--- config.mk ---
export PLATFORM = sky130hd
export DESIGN_NAME = imem_arbiter
export DESIGN_NICKNAME = d
export VERILOG_FILES = /design/src/rtl/imem_arbiter_pkg.sv /design/src/rtl/imem_arb_resp.sv /design/src/rtl/imem_arbiter.sv
export SDC_FILE = /design/constraint.sdc
export NUM_CORES = 1
export LEC_CHECK = 0
export BUFFER_PORTS_ARGS = -buffer_cell sky130_fd_sc_hd__buf_4
export CORE_AREA = 2 2 81 83
export CTS_BUF_LIST = sky130_fd_sc_hd__clkbuf_2 sky130_fd_sc_hd__clkbuf_4 sky130_fd_sc_hd__clkbuf_8
export CTS_CLUSTER_DIAMETER = 80
export DETAILED_ROUTE_END_ITERATION = 12
export DIE_AREA = 0 0 83 85
export PLACE_DENSITY = 0.66
export SLEW_MARGIN = 20
export SYNTH_ARGS = -nofsm -noshare
export SYNTH_HDL_FRONTEND = slang
export SYNTH_SLANG_ARGS = --single-unit
--- constraint.sdc ---
create_clock -name clk_i -period 1.6 [get_ports clk_i]
set_input_delay 0.16 -clock clk_i [delete_from_list [all_inputs] [get_ports clk_i]]
set_output_delay 0.16 -clock clk_i [all_outputs]
set_load 0.01 [all_outputs]
--- src/rtl/imem_arbiter_pkg.sv ---
// Shared configuration for the instruction-memory arbiter.
// Holds the instruction width, the NOP returned on misaligned fetches,
// the arbiter state encoding and a small alignment helper.
package imem_arbiter_pkg;

   localparam int INST_WIDTH = 32;

   // Canonical RISC-V NOP (addi x0, x0, 0), returned on a misaligned fetch
   localparam logic [INST_WIDTH-1:0] NOP_INSTR = 32'h0000_0013;

   typedef enum logic {
      ARB_BOOT = 1'b0,
      ARB_RUN  = 1'b1
   } arb_state_e;

   // Word accesses only: any nonzero byte offset is an alignment error
   function automatic logic is_misaligned(input logic [1:0] byte_off);
      return |byte_off;
   endfunction

endpackage

--- src/rtl/imem_arb_resp.sv ---
// One-cycle response tracker shared by the fetch and loader ports.
// Ports: set_i/owner_load_i/err_i capture an accepted access needing a
// response; mem_rdata_i is routed to whichever port owns the response.
// Latency: response one cycle after acceptance; no backpressure.
module imem_arb_resp
   import imem_arbiter_pkg::*;
(
   input  logic                  clk_i,
   input  logic                  rst_i,
   input  logic                  set_i,         // accepted access that needs a response
   input  logic                  owner_load_i,  // 1 = loader owns it, 0 = fetch
   input  logic                  err_i,         // access was misaligned
   input  logic [INST_WIDTH-1:0] mem_rdata_i,
   output logic                  fetch_rvalid_o,
   output logic [INST_WIDTH-1:0] fetch_rdata_o,
   output logic                  fetch_err_o,
   output logic                  load_rvalid_o,
   output logic [INST_WIDTH-1:0] load_rdata_o,
   output logic                  load_err_o
);

   logic pend_q, pend_d;
   logic owner_q, owner_d;
   logic err_q, err_d;

   // Only one access can be accepted per cycle, so a single slot suffices
   assign pend_d  = set_i;
   assign owner_d = owner_load_i;
   assign err_d   = err_i;

   always_ff @(posedge clk_i or posedge rst_i) begin
      if (rst_i) begin
         pend_q  <= 1'b0;
         owner_q <= 1'b0;
         err_q   <= 1'b0;
      end else begin
         pend_q  <= pend_d;
         owner_q <= owner_d;
         err_q   <= err_d;
      end
   end

   assign fetch_rvalid_o = pend_q & ~owner_q;
   assign load_rvalid_o  = pend_q & owner_q;
   assign fetch_err_o    = fetch_rvalid_o & err_q;
   assign load_err_o     = load_rvalid_o & err_q;

   // On error the memory was never read, so substitute a safe value
   always_comb begin
      fetch_rdata_o = '0;
      load_rdata_o  = '0;
      if (fetch_rvalid_o) begin
         fetch_rdata_o = err_q ? NOP_INSTR : mem_rdata_i;
      end
      if (load_rvalid_o) begin
         load_rdata_o = err_q ? '0 : mem_rdata_i;
      end
   end

endmodule

--- src/rtl/imem_arbiter.sv ---
// Shares a single-port synchronous instruction memory between the fetch
// stage and the program loader. BOOT phase lets only the loader in until
// load_done_i; RUN phase gives fetch priority, with the loader force-granted
// after LOAD_STARVE_MAX consecutive denied cycles. Misaligned accesses are
// granted but never reach memory; they return an error response next cycle.
// Ports: fetch_* (IF stage), load_* (loader), load_done_i, boot_o, mem_* (macro).
// Optional macro IMEM_ARB_PERF_EN adds perf_fetch_stall_o / perf_load_force_o.
// Latency: grants combinational, read/error response exactly one cycle later.
module imem_arbiter
   import imem_arbiter_pkg::*;
#(
   parameter int MEM_SIZE        = 1024,
   parameter int LOAD_STARVE_MAX = 8,
   parameter int BOOT_HOLD       = 1,
   localparam int WAW            = $clog2(MEM_SIZE),
   localparam int AW             = WAW + 2
)(
   input  logic                  clk_i,
   input  logic                  rst_i,
   input  logic                  fetch_req_i,
   input  logic [AW-1:0]         fetch_addr_i,
   output logic                  fetch_gnt_o,
   output logic                  fetch_rvalid_o,
   output logic [INST_WIDTH-1:0] fetch_rdata_o,
   output logic                  fetch_err_o,
   input  logic                  load_req_i,
   input  logic                  load_we_i,
   input  logic [AW-1:0]         load_addr_i,
   input  logic [INST_WIDTH-1:0] load_wdata_i,
   output logic                  load_gnt_o,
   output logic                  load_rvalid_o,
   output logic [INST_WIDTH-1:0] load_rdata_o,
   output logic                  load_err_o,
   input  logic                  load_done_i,
   output logic                  boot_o,
`ifdef IMEM_ARB_PERF_EN
   output logic [31:0]           perf_fetch_stall_o,
   output logic [31:0]           perf_load_force_o,
`endif
   output logic                  mem_en_o,
   output logic                  mem_we_o,
   output logic [WAW-1:0]        mem_addr_o,
   output logic [INST_WIDTH-1:0] mem_wdata_o,
   input  logic [INST_WIDTH-1:0] mem_rdata_i
);

   localparam arb_state_e RST_STATE  = (BOOT_HOLD != 0) ? ARB_BOOT : ARB_RUN;
   localparam logic [7:0] STARVE_MAX = 8'(LOAD_STARVE_MAX);

   arb_state_e state_q, state_d;
   logic [7:0] starve_q, starve_d;

   logic fetch_mis, load_mis;
   logic fetch_gnt, load_gnt, force_gnt;
   logic rsp_set, rsp_err;

   assign fetch_mis = is_misaligned(fetch_addr_i[1:0]);
   assign load_mis  = is_misaligned(load_addr_i[1:0]);

   // Grants are suppressed while reset is held so the memory stays idle
   always_comb begin
      fetch_gnt = 1'b0;
      load_gnt  = 1'b0;
      force_gnt = 1'b0;
      if (!rst_i) begin
         if (state_q == ARB_BOOT) begin
            load_gnt = load_req_i;
         end else begin
            // Forced grant only counts when it actually overrides fetch
            force_gnt = load_req_i & fetch_req_i & (starve_q == STARVE_MAX);
            fetch_gnt = fetch_req_i & ~force_gnt;
            load_gnt  = load_req_i & (~fetch_req_i | force_gnt);
         end
      end
   end

   assign fetch_gnt_o = fetch_gnt;
   assign load_gnt_o  = load_gnt;

   always_comb begin
      mem_en_o    = 1'b0;
      mem_we_o    = 1'b0;
      mem_addr_o  = '0;
      mem_wdata_o = rst_i ? '0 : load_wdata_i;
      if (fetch_gnt) begin
         mem_en_o   = ~fetch_mis;
         mem_addr_o = fetch_addr_i[AW-1:2];
      end else if (load_gnt) begin
         mem_en_o   = ~load_mis;
         mem_we_o   = load_we_i & ~load_mis;
         mem_addr_o = load_addr_i[AW-1:2];
      end
   end

   // Every fetch answers; a loader answers on read-back or on any error
   assign rsp_set = fetch_gnt | (load_gnt & (load_mis | ~load_we_i));
   assign rsp_err = fetch_gnt ? fetch_mis : load_mis;

   always_comb begin
      state_d = state_q;
      if (state_q == ARB_BOOT && load_done_i) begin
         state_d = ARB_RUN;
      end
   end

   always_comb begin
      starve_d = '0;
      if (state_q == ARB_RUN && load_req_i && !load_gnt) begin
         starve_d = (starve_q == STARVE_MAX) ? starve_q : starve_q + 8'd1;
      end
   end

   always_ff @(posedge clk_i or posedge rst_i) begin
      if (rst_i) begin
         state_q  <= RST_STATE;
         starve_q <= '0;
      end else begin
         state_q  <= state_d;
         starve_q <= starve_d;
      end
   end

   assign boot_o = (state_q == ARB_BOOT);

   imem_arb_resp u_resp (
      .clk_i          (clk_i),
      .rst_i          (rst_i),
      .set_i          (rsp_set),
      .owner_load_i   (load_gnt),
      .err_i          (rsp_err),
      .mem_rdata_i    (mem_rdata_i),
      .fetch_rvalid_o (fetch_rvalid_o),
      .fetch_rdata_o  (fetch_rdata_o),
      .fetch_err_o    (fetch_err_o),
      .load_rvalid_o  (load_rvalid_o),
      .load_rdata_o   (load_rdata_o),
      .load_err_o     (load_err_o)
   );

`ifdef IMEM_ARB_PERF_EN
   logic [31:0] perf_stall_q, perf_stall_d;
   logic [31:0] perf_force_q, perf_force_d;

   assign perf_stall_d = (state_q == ARB_RUN && fetch_req_i && !fetch_gnt)
                         ? perf_stall_q + 32'd1 : perf_stall_q;
   assign perf_force_d = force_gnt ? perf_force_q + 32'd1 : perf_force_q;

   always_ff @(posedge clk_i or posedge rst_i) begin
      if (rst_i) begin
         perf_stall_q <= '0;
         perf_force_q <= '0;
      end else begin
         perf_stall_q <= perf_stall_d;
         perf_force_q <= perf_force_d;
      end
   end

   assign perf_fetch_stall_o = perf_stall_q;
   assign perf_load_force_o  = perf_force_q;
`endif

endmodule

==> reports/qor.yml <==
cts.clk_slew.worst_paths_ps: 50
area_delta_synth_final_pct: 138
synthesis.nets: 290
vias: 2239
violations: "setup timing"
avgViaCountPerCell: 4.52
relSlewSlack_pct: 40.3
routed_wl_mm: 7.07
drive_gt1_share_pct: 62.7
cts_max_level: 1
crit_path_max_fanout: 6
n_antenna_cell: 0
utilization_pct: 57.1
cts_made_buffers: 3
die_w_um: 83
finalHoldViolCount: 0
grt_use_met2_pct: 35.1
ant_nets: 0
rsz0062_at_grt: "true"
start_util_pct: 24.0
grt_use_met1_pct: 18.3
synth-seq-cells: 12
ys_async_sr_fraction_pct: 100
vdd_drop_max_v: 0.000417
cpMaxStageDelayCell: "dfrtp_1"
slowest_delay_ps: 350
leakage_nw: 1.88
p_int_mw: 0.886
die-height_um: 85
synth_flop_cell: "dfrtp_1"
p_seq_share_pct: 25.8
cp-start-kind: "flop"
root_buffer: "clkbuf_8"
post-place-ws_ps: -58.2
rows: 29
dp_hpwl_mm: 5.57
drc: 0
power_frac_comb_pct: 53.1
worstPathArrival_ps: 1770
cap_violations: 0
finalClockSkew_ps: 3.20
power.switching_mw: 0.370
p_per_area_mw_per_mm2: 355
cp_cell_sequence: "inv_2 > ha_4 > and4bb_4 > a21o_4 > clkbuf_16 > a32o_1 > buf_6"
final_nets: 516
syn_area_per_cell_sq_um: 7.67
hold_path.class: "in2reg"
grt_start_max_net_pins: 33
busiest_layer: "met2"
clock_sinks: 12
slew_viol_final: 0
hold_slack_ps: 108
ys_types: 33
synth_edf_count: 0
grt_overflow: 0
grt_use_met3_pct: 3.21
io_buffers: 208
drt_pass1_iterations: 4
drt_iter0_drc: 48
worstPathRequired_ps: 1440
dieArea_sq_mm: 0.00706
tns_ps: -4040
gp_congestion: 0.883
fin_crit_sh_pct: 121
clock_latency_ps: 240
grt_pass1_wl_mm: 10.1
yosys_warnings: 0
pwr-share-clk_pct: 21.0
critPathKind: "reg2out"
max_freq_mhz: 518
swShare_pct: 29.5
worst_slack_ps: -332
cp-end-kind: "output port"
synthesis.area_sq_mm: 0.00149
synth_cells: 194
wire_per_inst_um: 14.3
setup_violations: 15
worst_pin_slew_ps: 894
antenna_found_initial: 0
ys_seq_area_share_pct: 20.2
cts_tree: "yes"
core_sq_mm: 0.00620
grt_usage_pct: 17.2
period_needed_ps: 1930
first_global_vias: 2141
status: "finished with violations"
clockBufferDepth: 2
ios: 209
-- final cells by class --
type / instances / area [sq um]
fill: 558 / 2660
tap: 77 / 96.3
inverter: 6 / 22.5
multi-input combinational: 164 / 1200
sequential: 12 / 302
clock buffer: 3 / 41.3
timing repair buffer: 233 / 1870
-- cell families after synthesis --
kind of cell / share of synthesized area [%]
AO/OA/AOI/OAI: 17.6
XOR/XNOR: 1.18
adder cells (fa/ha/maj): 1.68
buffers and inverters: 5.13
flip-flops: 20.2
multiplexers: 0.673
AND/OR/NAND/NOR: 53.6
-- layout by cell type, fill, tap and decap left out, drive strengths merged, types with 2 or more instances in the layout --
master    n
a32o     11
nor2b    34
nand3     5
nand2     5
a211oi    2
dfrtp    12
xor2      2
inv       6
and2     64
nor2      9
buf     231
ha        2
o21ai     5
a21o      2
nor3      2
a221oi    5
or3       4
clkbuf    4
-- through the flow --
step           power [mW]  instances  area, sq um
3_3_place_gp        0.924        482         3250
2_1_floorplan       0.535        194         1510
3_5_place_dp        0.930        482         3250
5_1_grt              1.33        495         3540
4_1_cts              1.22        487         3370
6_report             1.26        495         3540
-- state kept, by name (all words and copies together) (netlist names) --
register,count
starve_q,8
state_q,1
u_resp.err_q,1
u_resp.owner_q,1
u_resp.pend_q,1
-- what timing repair did --
action,in CTS,in global routing
cloned,0,3
resized for setup,16,27
hold buffers,1,0
endpoints found under the setup margin,61,83
hold endpoints to repair,3,0
pin swaps,3,9
buffers inserted,1,5
-- Yosys cell counts, types with 2 or more instances --
cell type / n / area [sq um]
clkbuf_1: 10 / 37.5
nand3_1: 5 / 25.0
inv_1: 6 / 22.5
nor2_1: 9 / 33.8
or3_1: 4 / 25.0
o21ai_0: 4 / 20.0
a32o_1: 11 / 110
dfrtp_1: 12 / 300
nand2_1: 5 / 18.8
a21o_1: 2 / 15.0
nor2b_1: 34 / 213
xor2_1: 2 / 17.5
ha_1: 2 / 25.0
a211oi_1: 2 / 15.0
a221oi_1: 5 / 43.8
and2_1: 64 / 400
-- power by group through the flow --
stage                     Sequential [mW]  Combinational, mW  Clock, mW
after floorplan                     0.327              0.208          0
after global placement              0.326              0.598          0
after detailed placement            0.326              0.604          0
after CTS                           0.322              0.626      0.272
after global routing                0.326              0.718      0.288
final                               0.325              0.668      0.264
-- final timing paths --
check,start,to,slack (ps),depth (start not counted)
worst max-delay path,starve_q[0],mem_addr_o[9],-330,7
worst min-delay path,load_done_i,state_q,110,2
worst max register to register,starve_q[0],starve_q[6],30,7
worst min register to register,state_q,state_q,550,1
max in group asynchronous,rst_i,u_resp.err_q,650,4
min in group asynchronous,rst_i,starve_q[4],470,3
-- per-layer routing --
layer / share of wire, % / wire length [um] / up-vias
li1: - / - / 1110
met1: 35 / 2450 / 981
met2: 56 / 3940 / 142
met3: 8.4 / 592 / 6
met4: 1.4 / 97 / 0
met5: 0 / 0 / -
-- worst max-delay path: cells and delay by family (launching register included) --
family / cells / cell delay (ps)
simple gates: 1 / 210
buf+inv: 3 / 330
compound gates: 2 / 490
flops: 1 / 350
fa+ha+maj: 1 / 150
(Power assumes the default switching activity.)
